--- src/rtl/mem_access_controller.sv ---
// Memory-stage sequencer: legality check, data-memory strobes and MEM/WB capture.
// Each legal load/store occupies the data memory for MEM_LATENCY cycles while
// upstream stages are stalled; illegal accesses raise a one-cycle exception
// and retire as a bubble.
module mem_access_controller #(
  parameter int MEM_LATENCY = 2
) (
  input  logic        clk,
  input  logic        reset,
  input  logic        ex_valid,
  input  logic        ex_mem_read,
  input  logic        ex_mem_write,
  input  logic [1:0]  ex_load_mode,
  input  logic [31:0] ex_address,
  input  logic [31:0] ex_write_data,
  input  logic        ex_reg_write,
  input  logic        ex_mem_to_reg,
  input  logic [4:0]  ex_rd,
  output logic        dm_mem_read,
  output logic        dm_mem_write,
  output logic [1:0]  dm_load_mode,
  output logic [31:0] dm_address,
  output logic [31:0] dm_write_data,
  input  logic [31:0] dm_read_data,
  output logic        stall,
  output logic        misalign_exc,
  output logic        wb_valid,
  output logic        wb_reg_write,
  output logic [4:0]  wb_rd,
  output logic [31:0] wb_data
);

  localparam int CW = $clog2(MEM_LATENCY) + 1;
  localparam int START = (MEM_LATENCY > 1) ? MEM_LATENCY - 2 : 0;
  localparam logic [CW-1:0] CNT_START = CW'(START);
  localparam bit SINGLE_CYCLE = (MEM_LATENCY == 1);

  typedef enum logic {
    IDLE,
    ACCESS
  } state_t;

  state_t        state;
  logic [CW-1:0] cnt;

  logic mem_op;
  logic word_acc;
  logic half_acc;
  logic illegal_op;
  logic legal_op;
  logic in_idle;
  logic in_access;
  logic active;
  logic final_cycle;

  // Decode the presented access, decide legality and derive the stall/strobe windows.
  // Everything combinational is forced low while reset is held so the memory sees
  // no strobe the instant reset rises.
  always_comb begin
    mem_op      = ex_valid & (ex_mem_read | ex_mem_write);
    word_acc    = ex_mem_write | (ex_mem_read & (ex_load_mode == 2'b00));
    half_acc    = ex_mem_read & ((ex_load_mode == 2'b01) | (ex_load_mode == 2'b10));
    illegal_op  = mem_op & ((ex_mem_read & ex_mem_write) |
                            (ex_mem_read & (ex_load_mode == 2'b11)) |
                            (word_acc & (ex_address[1:0] != 2'b00)) |
                            (half_acc & ex_address[0]));
    legal_op    = mem_op & ~illegal_op;
    in_idle     = (state == IDLE);
    in_access   = (state == ACCESS);
    active      = ~reset & ((in_idle & legal_op) | in_access);
    final_cycle = (in_access & (cnt == '0)) | (in_idle & SINGLE_CYCLE);
    stall        = active & ~final_cycle;
    misalign_exc = ~reset & in_idle & illegal_op;
    dm_mem_read   = active ? ex_mem_read   : 1'b0;
    dm_mem_write  = active ? ex_mem_write  : 1'b0;
    dm_load_mode  = active ? ex_load_mode  : 2'b00;
    dm_address    = active ? ex_address    : 32'h0;
    dm_write_data = active ? ex_write_data : 32'h0;
  end

  // Access sequencing FSM plus the MEM/WB pipeline register; a reset mid-access
  // simply abandons it.
  always_ff @(posedge clk or posedge reset) begin
    if (reset) begin
      state        <= IDLE;
      cnt          <= '0;
      wb_valid     <= 1'b0;
      wb_reg_write <= 1'b0;
      wb_rd        <= 5'd0;
      wb_data      <= 32'h0;
    end else begin
      case (state)
        IDLE: begin
          if (legal_op && !SINGLE_CYCLE) begin
            state <= ACCESS;
            cnt   <= CNT_START;
          end
        end
        ACCESS: begin
          if (cnt != '0) begin
            cnt <= cnt - CW'(1);
          end else begin
            state <= IDLE;
          end
        end
        default: begin
          state <= IDLE;
          cnt   <= '0;
        end
      endcase

      if (stall || !ex_valid || illegal_op) begin
        wb_valid     <= 1'b0;
        wb_reg_write <= 1'b0;
        wb_rd        <= 5'd0;
        wb_data      <= 32'h0;
      end else begin
        wb_valid     <= 1'b1;
        wb_reg_write <= ex_reg_write;
        wb_rd        <= ex_rd;
        wb_data      <= ex_mem_to_reg ? dm_read_data : ex_address;
      end
    end
  end

endmodule
--- config.mk ---
export PLATFORM = sky130hd
export DESIGN_NAME = mem_access_controller
export DESIGN_NICKNAME = d
export VERILOG_FILES = /design/src/rtl/mem_access_controller.sv
export SDC_FILE = /design/constraint.sdc
export NUM_CORES = 1
export LEC_CHECK = 0
export ABC_AREA = 0
export CAP_MARGIN = 15
export CORE_MARGIN = 5
export CORE_UTILIZATION = 28
export CTS_CLUSTER_DIAMETER = 80
export DETAILED_ROUTE_END_ITERATION = 7
export GPL_ROUTABILITY_DRIVEN = 0
export PLACE_DENSITY = 0.71
export REMOVE_ABC_BUFFERS = 1
export SLEW_MARGIN = 30
export SYNTH_ARGS = -nofsm -noshare
export SYNTH_HDL_FRONTEND = slang
export SYNTH_SLANG_ARGS = --single-unit
--- constraint.sdc ---
create_clock -name clk -period 4.2 [get_ports clk]
set_input_delay 0.84 -clock clk [delete_from_list [all_inputs] [get_ports clk]]
set_output_delay 0.84 -clock clk [all_outputs]
set_load 0.02 [all_outputs]
; Word level (Yosys, flattened, before mapping)
; Cells that the tools add are included.
[op_classes]
n_addsub = 1
reduce_logical = 8
eq_ne = 5
bitwise_logic = 26
n_mux = 16
[ops]
columns = operator, count
row1 = 32-bit two-way mux, 4
row2 = 1-bit bitwise AND, 15
row3 = 1-bit bitwise OR, 7
row4 = 1-bit two-way mux, 6
row5 = 2-bit two-way mux, 3
row6 = 5-bit two-way mux, 1
row7 = 2-bit == test (second input constant), 2
row8 = 2-bit logical NOT, 2
row9 = 1-bit inverter, 4
row10 = 2-bit case mux with 2 select lines, 1
row11 = 2-bit nonzero test, 2
row12 = 2-bit by 1-bit == test with 1-bit output (second input constant), 1
row13 = 1-bit logical OR, 2
row14 = 2-bit by 1-bit != test with 1-bit output (second input constant), 1
row15 = 2-bit != test (second input constant), 1
row16 = 1-bit case mux with 2 select lines, 1
row17 = 2-bit AND reduction, 1
row18 = 2-bit by 1-bit subtractor with 2-bit output (second input constant), 1
row19 = 1-bit logical NOT, 1
[totals]
register_bits = 42
output_inout_bits = 109
in_bits = 110

; Longest topological paths before layout
; Gate-level depths: netlist (run 1).
[logic_depth]
depth_word = 16
depth_mapped = 7
depth_no_buf = 5

; Worst setup path after synthesis (run 1)
; OpenSTA, ideal clock, no wires.
[synth_timing]
path_kind = input to output
from = input reset
to = output dm_write_data[23]
path_buffers = 1
setup_slack_ns = 0.499
path_stages = 4
arrival_time_ns = 2.861
cell_sequence = inv_1 > clkbuf_1 > nand2_1 > a21oi_1
[synth_via]
elab_chain_cells = 3
[synth_rtl]
columns = element, line_no
row1 = from (decl), 9  ; input logic reset,
row2 = 1-bit inverter, 70  ; active = ~reset & ((in_idle & legal_op) | in_access);
row3 = 1-bit bitwise AND, 70
row4 = 32-bit two-way mux, 78  ; dm_write_data = active ? ex_write_data : 32'h0;
row5 = to (decl), 23  ; output logic [31:0] dm_write_data,
; No other way between the ends.

; Final worst setup path (run 1)
[layout_timing]
from = input ex_load_mode[0]
to = output dm_address[31]
[layout_via]
elab_chain_cells = 13
[layout_rtl]
columns = element, line_no
row1 = from (decl), 13  ; input logic [1:0] ex_load_mode,
row2 = 2-bit logical NOT, 61  ; word_acc = ex_mem_write | (ex_mem_read & (ex_load_mode == 2'b00));
row3 = 1-bit bitwise AND, 61
row4 = 1-bit bitwise OR, 61
row5 = 1-bit bitwise AND, 65  ; (word_acc & (ex_address[1:0] != 2'b00)) |
row6 = 1-bit bitwise OR, 64  ; (ex_mem_read & (ex_load_mode == 2'b11)) |
row7 = 1-bit bitwise OR (*), 65
row8 = 1-bit bitwise AND (*), 63  ; illegal_op = mem_op & ((ex_mem_read & ex_mem_write) |
row9 = 1-bit inverter (*), 67  ; legal_op = mem_op & ~illegal_op;
row10 = 1-bit bitwise AND (*), 67
row11 = 1-bit bitwise AND (*), 70
row12 = 1-bit bitwise OR (*), 70
row13 = 1-bit bitwise AND (*), 70
row14 = 32-bit two-way mux (*), 77  ; dm_address = active ? ex_address : 32'h0;
row15 = to (decl), 22  ; output logic [31:0] dm_address,
; Every way passes the cells marked *; elsewhere a longest branch is shown, timed or not.

==> results of run 1 <==
[area by class of cell]
type                       count  area (um2)
clock inverter                 1        5.00
clock buffer                   7        86.3
inverter                      14        53.8
sequential                    42        1050
fill                         855        4010
multi-input combinational    227        1460
tap                          129         161
timing repair buffer         234        2450
[worst max-delay path, delay by kind of cell]
kind	cells	cell delay (ns)
fa+ha+maj	1	0.33
compound gates	3	0.69
buf+inv	4	1.40
[how the worst max path moves through the flow]
stage | slack (ns) | to | from | cells after the start
6_report | 0.08 | dm_address[31] | ex_load_mode[0] | 8
5_1_grt | -0.009 | dm_address[5] | ex_load_mode[0] | 8
4_1_cts | 0.03 | dm_address[10] | ex_load_mode[0] | 8
3_5_place_dp | -0.05 | dm_address[28] | ex_load_mode[0] | 8
3_3_place_gp | 0.08 | dm_address[10] | ex_load_mode[0] | 8
2_1_floorplan | -0.17 | dm_load_mode[0] | ex_mem_write | 3
[power by group]
group,switching [mW],internal [mW]
logic,0.229,0.231
clock network,0.131,0.133
registers,0.00684,0.427
[cells by family (layout without fill, tap and decap cells)]
logic type                 after synthesis  count (layout)  synth area share
AOI/OAI and AO/OA                      119             119             0.288
and+or+nand+nor                         72              72             0.104
buffers and inverters                   51             256            0.0794
DFF                                     42              42             0.392
muxes                                   32              32             0.120
adders and majority gates                3               3            0.0140
xor gates and xnor gates                 1               1           0.00327
[sequential cells by signal, summed over array words and instances (netlist names)]
signal	cells
wb_valid	1
wb_reg_write	1
wb_rd	5
in_access	1
cnt	2
wb_data	32
[per-layer routing]
metal	up-vias	global-route usage	share of wire
met5	-	0	0
met4	0	0.0361	0.0096
met3	8	0.0870	0.12
met2	154	0.327	0.50
met1	1490	0.200	0.37
li1	1536	-	-
[cells in the final DEF (no fill, tap or decap), types with 3 or more instances in the layout]
cell type,instances
a21oi_1,58
dlygate4sd2_1,3
mux2i_1,32
dlymetal6s2s_1,40
buf_4,13
ha_1,3
clkbuf_8,6
a211oi_1,41
dfrtp_1,42
a21oi_2,9
buf_12,3
clkdlybuf4s50_1,174
inv_1,12
nand2_1,66
[metrics by stage]
stage | TNS (ns) | area (um2) | worst slack, ns | instances
6_report | 0 | 5270 | 0.0822 | 654
3_5_place_dp | -0.0933 | 5070 | -0.0463 | 646
3_3_place_gp | 0 | 5040 | 0.0782 | 645
5_1_grt | -0.00978 | 5270 | -0.00904 | 654
2_1_floorplan | -1.89 | 2520 | -0.170 | 283
4_1_cts | 0 | 5170 | 0.0297 | 654
==> impl_metrics.toml, run 1 <==
[synthesis]
synthesis.area_um2 = 2680
ys_seq_area_frac = 0.392
synthTopCellsByArea = "dfrtp_1 (39%), mux2i_1 (12%), a211oi_1 (11%)"
yosysTopAreaCellShare = 0.392
syn_area_per_cell_um2 = 8.37
synth_edf_count = 0
post-synth-top-count-cell = "nand2_1"
ys_warn_count = 0
syn_inst = 320
synthArstFlopShare = 1.00
netlist-cell-type-count = 28
yosys_most_used_dff = "dfrtp_1"
synth_seq_cells = 42
synthTopCellsByCount = "nand2_1 (66), a21oi_1 (58), dfrtp_1 (42)"
yosysTopAreaCell = "dfrtp_1"

[final_layout]
n_antenna_cell = 0
drive_above_1_share = 0.0781
syn_to_final_growth_pct = 96.7
fin_nets = 637
fin_util = 0.568

[critical_path]
crit_required_ns = 3.36
crit_chain = "clkdlybuf4s50_1 -> inv_1 -> ha_1 -> a211oi_4 -> o221ai_4 -> buf_12 -> a21oi_1 -> clkdlybuf4s50_1"
arrival_ns = 3.28
cp-start-kind = "input port"
max_stage_delay_ns = 0.63
cp_max_fo = 31
critical_path_class = "input port to output pin"
rr_startpoint = "cnt[0]$_DFFE_PP0P_"
critPathSlowestCell = "clkdlybuf4s50_1"
rrSetupSlack_ns = 2.42
crit_top_cell = "clkdlybuf4s50_1"
cp-end-kind = "output pin"
reg2regPathDepth = 6
r2r_end = "wb_rd[0]$_DFF_PP0_"

[placement]
portBuffers = 218
post-dp-hpwl_um = 8400

[global_route]
grt_pass1_vias = 3301
grt_max_degree = 64
grt-ovfl-total = 0
grt_pass1_wl_um = 17000
antenna_found_initial = 0
grt_use_total = 0.184

[min_path]
hp-class = "flip-flop to flip-flop"
hold_start = "cnt[0]$_DFFE_PP0P_"
whs_path_depth = 1
hold_end = "cnt[0]$_DFFE_PP0P_"

[timing]
setup_viol = 0
slew_headroom = 0.607
hold_slack_ns = 0.577
clock.fmax_mhz = 243
tightest_slew_ns = 0.590
period_share = 0.980
fin_skew_ns = 0.00145
timing.final.crit_period_ns = 4.12
hold_violations = 0
final_max_slew_viol_count = 0

[floorplan]
die_y_um = 108
io_pins = 219
row_count = 35
start_util = 0.289
die_w_um = 108
die_area_um2 = 11600
fp.coreArea_um2 = 9280

[power_and_ir_drop]
leakage_nw = 2.80
power_mw = 1.16
p_per_area_nw_per_um2 = 220
peakVddDrop_v = 0.000121

[cts]
cts_root_buf = "clkbuf_8"
clk_pin_slew_ns = 0.08
worst_skew_pair.late_latency_ns = 0.28
cts-resized-gates = 4
cts.sinks = 42
cts_buffer_depth = 2
cts_tree = "yes"
cts_max_level = 2
hold_buffers = 0
postCtsSetupBuffers = 0
cts_buffers = 5

[detailed_routing]
avgRoutedWirePerCell_um = 16.8
routed_wl_um = 11000
drc_errors = 0
drtPass1Iterations = 4
vias = 3188
ant_nets = 0
drt_iter0_drc = 136
routed_via_density = 4.87

[flow_run]
max_cap_violations = 0

[outcome]
status = "finished, final reports clean"
No activity file was read; power rests on OpenSTA's default activity.
==> run 2, diff against run 1 <==
- CTS_CLUSTER_SIZE: unset -> 16
==> results of run 2 <==
The final DEF is identical to that of run 1; final timing and power are the same.
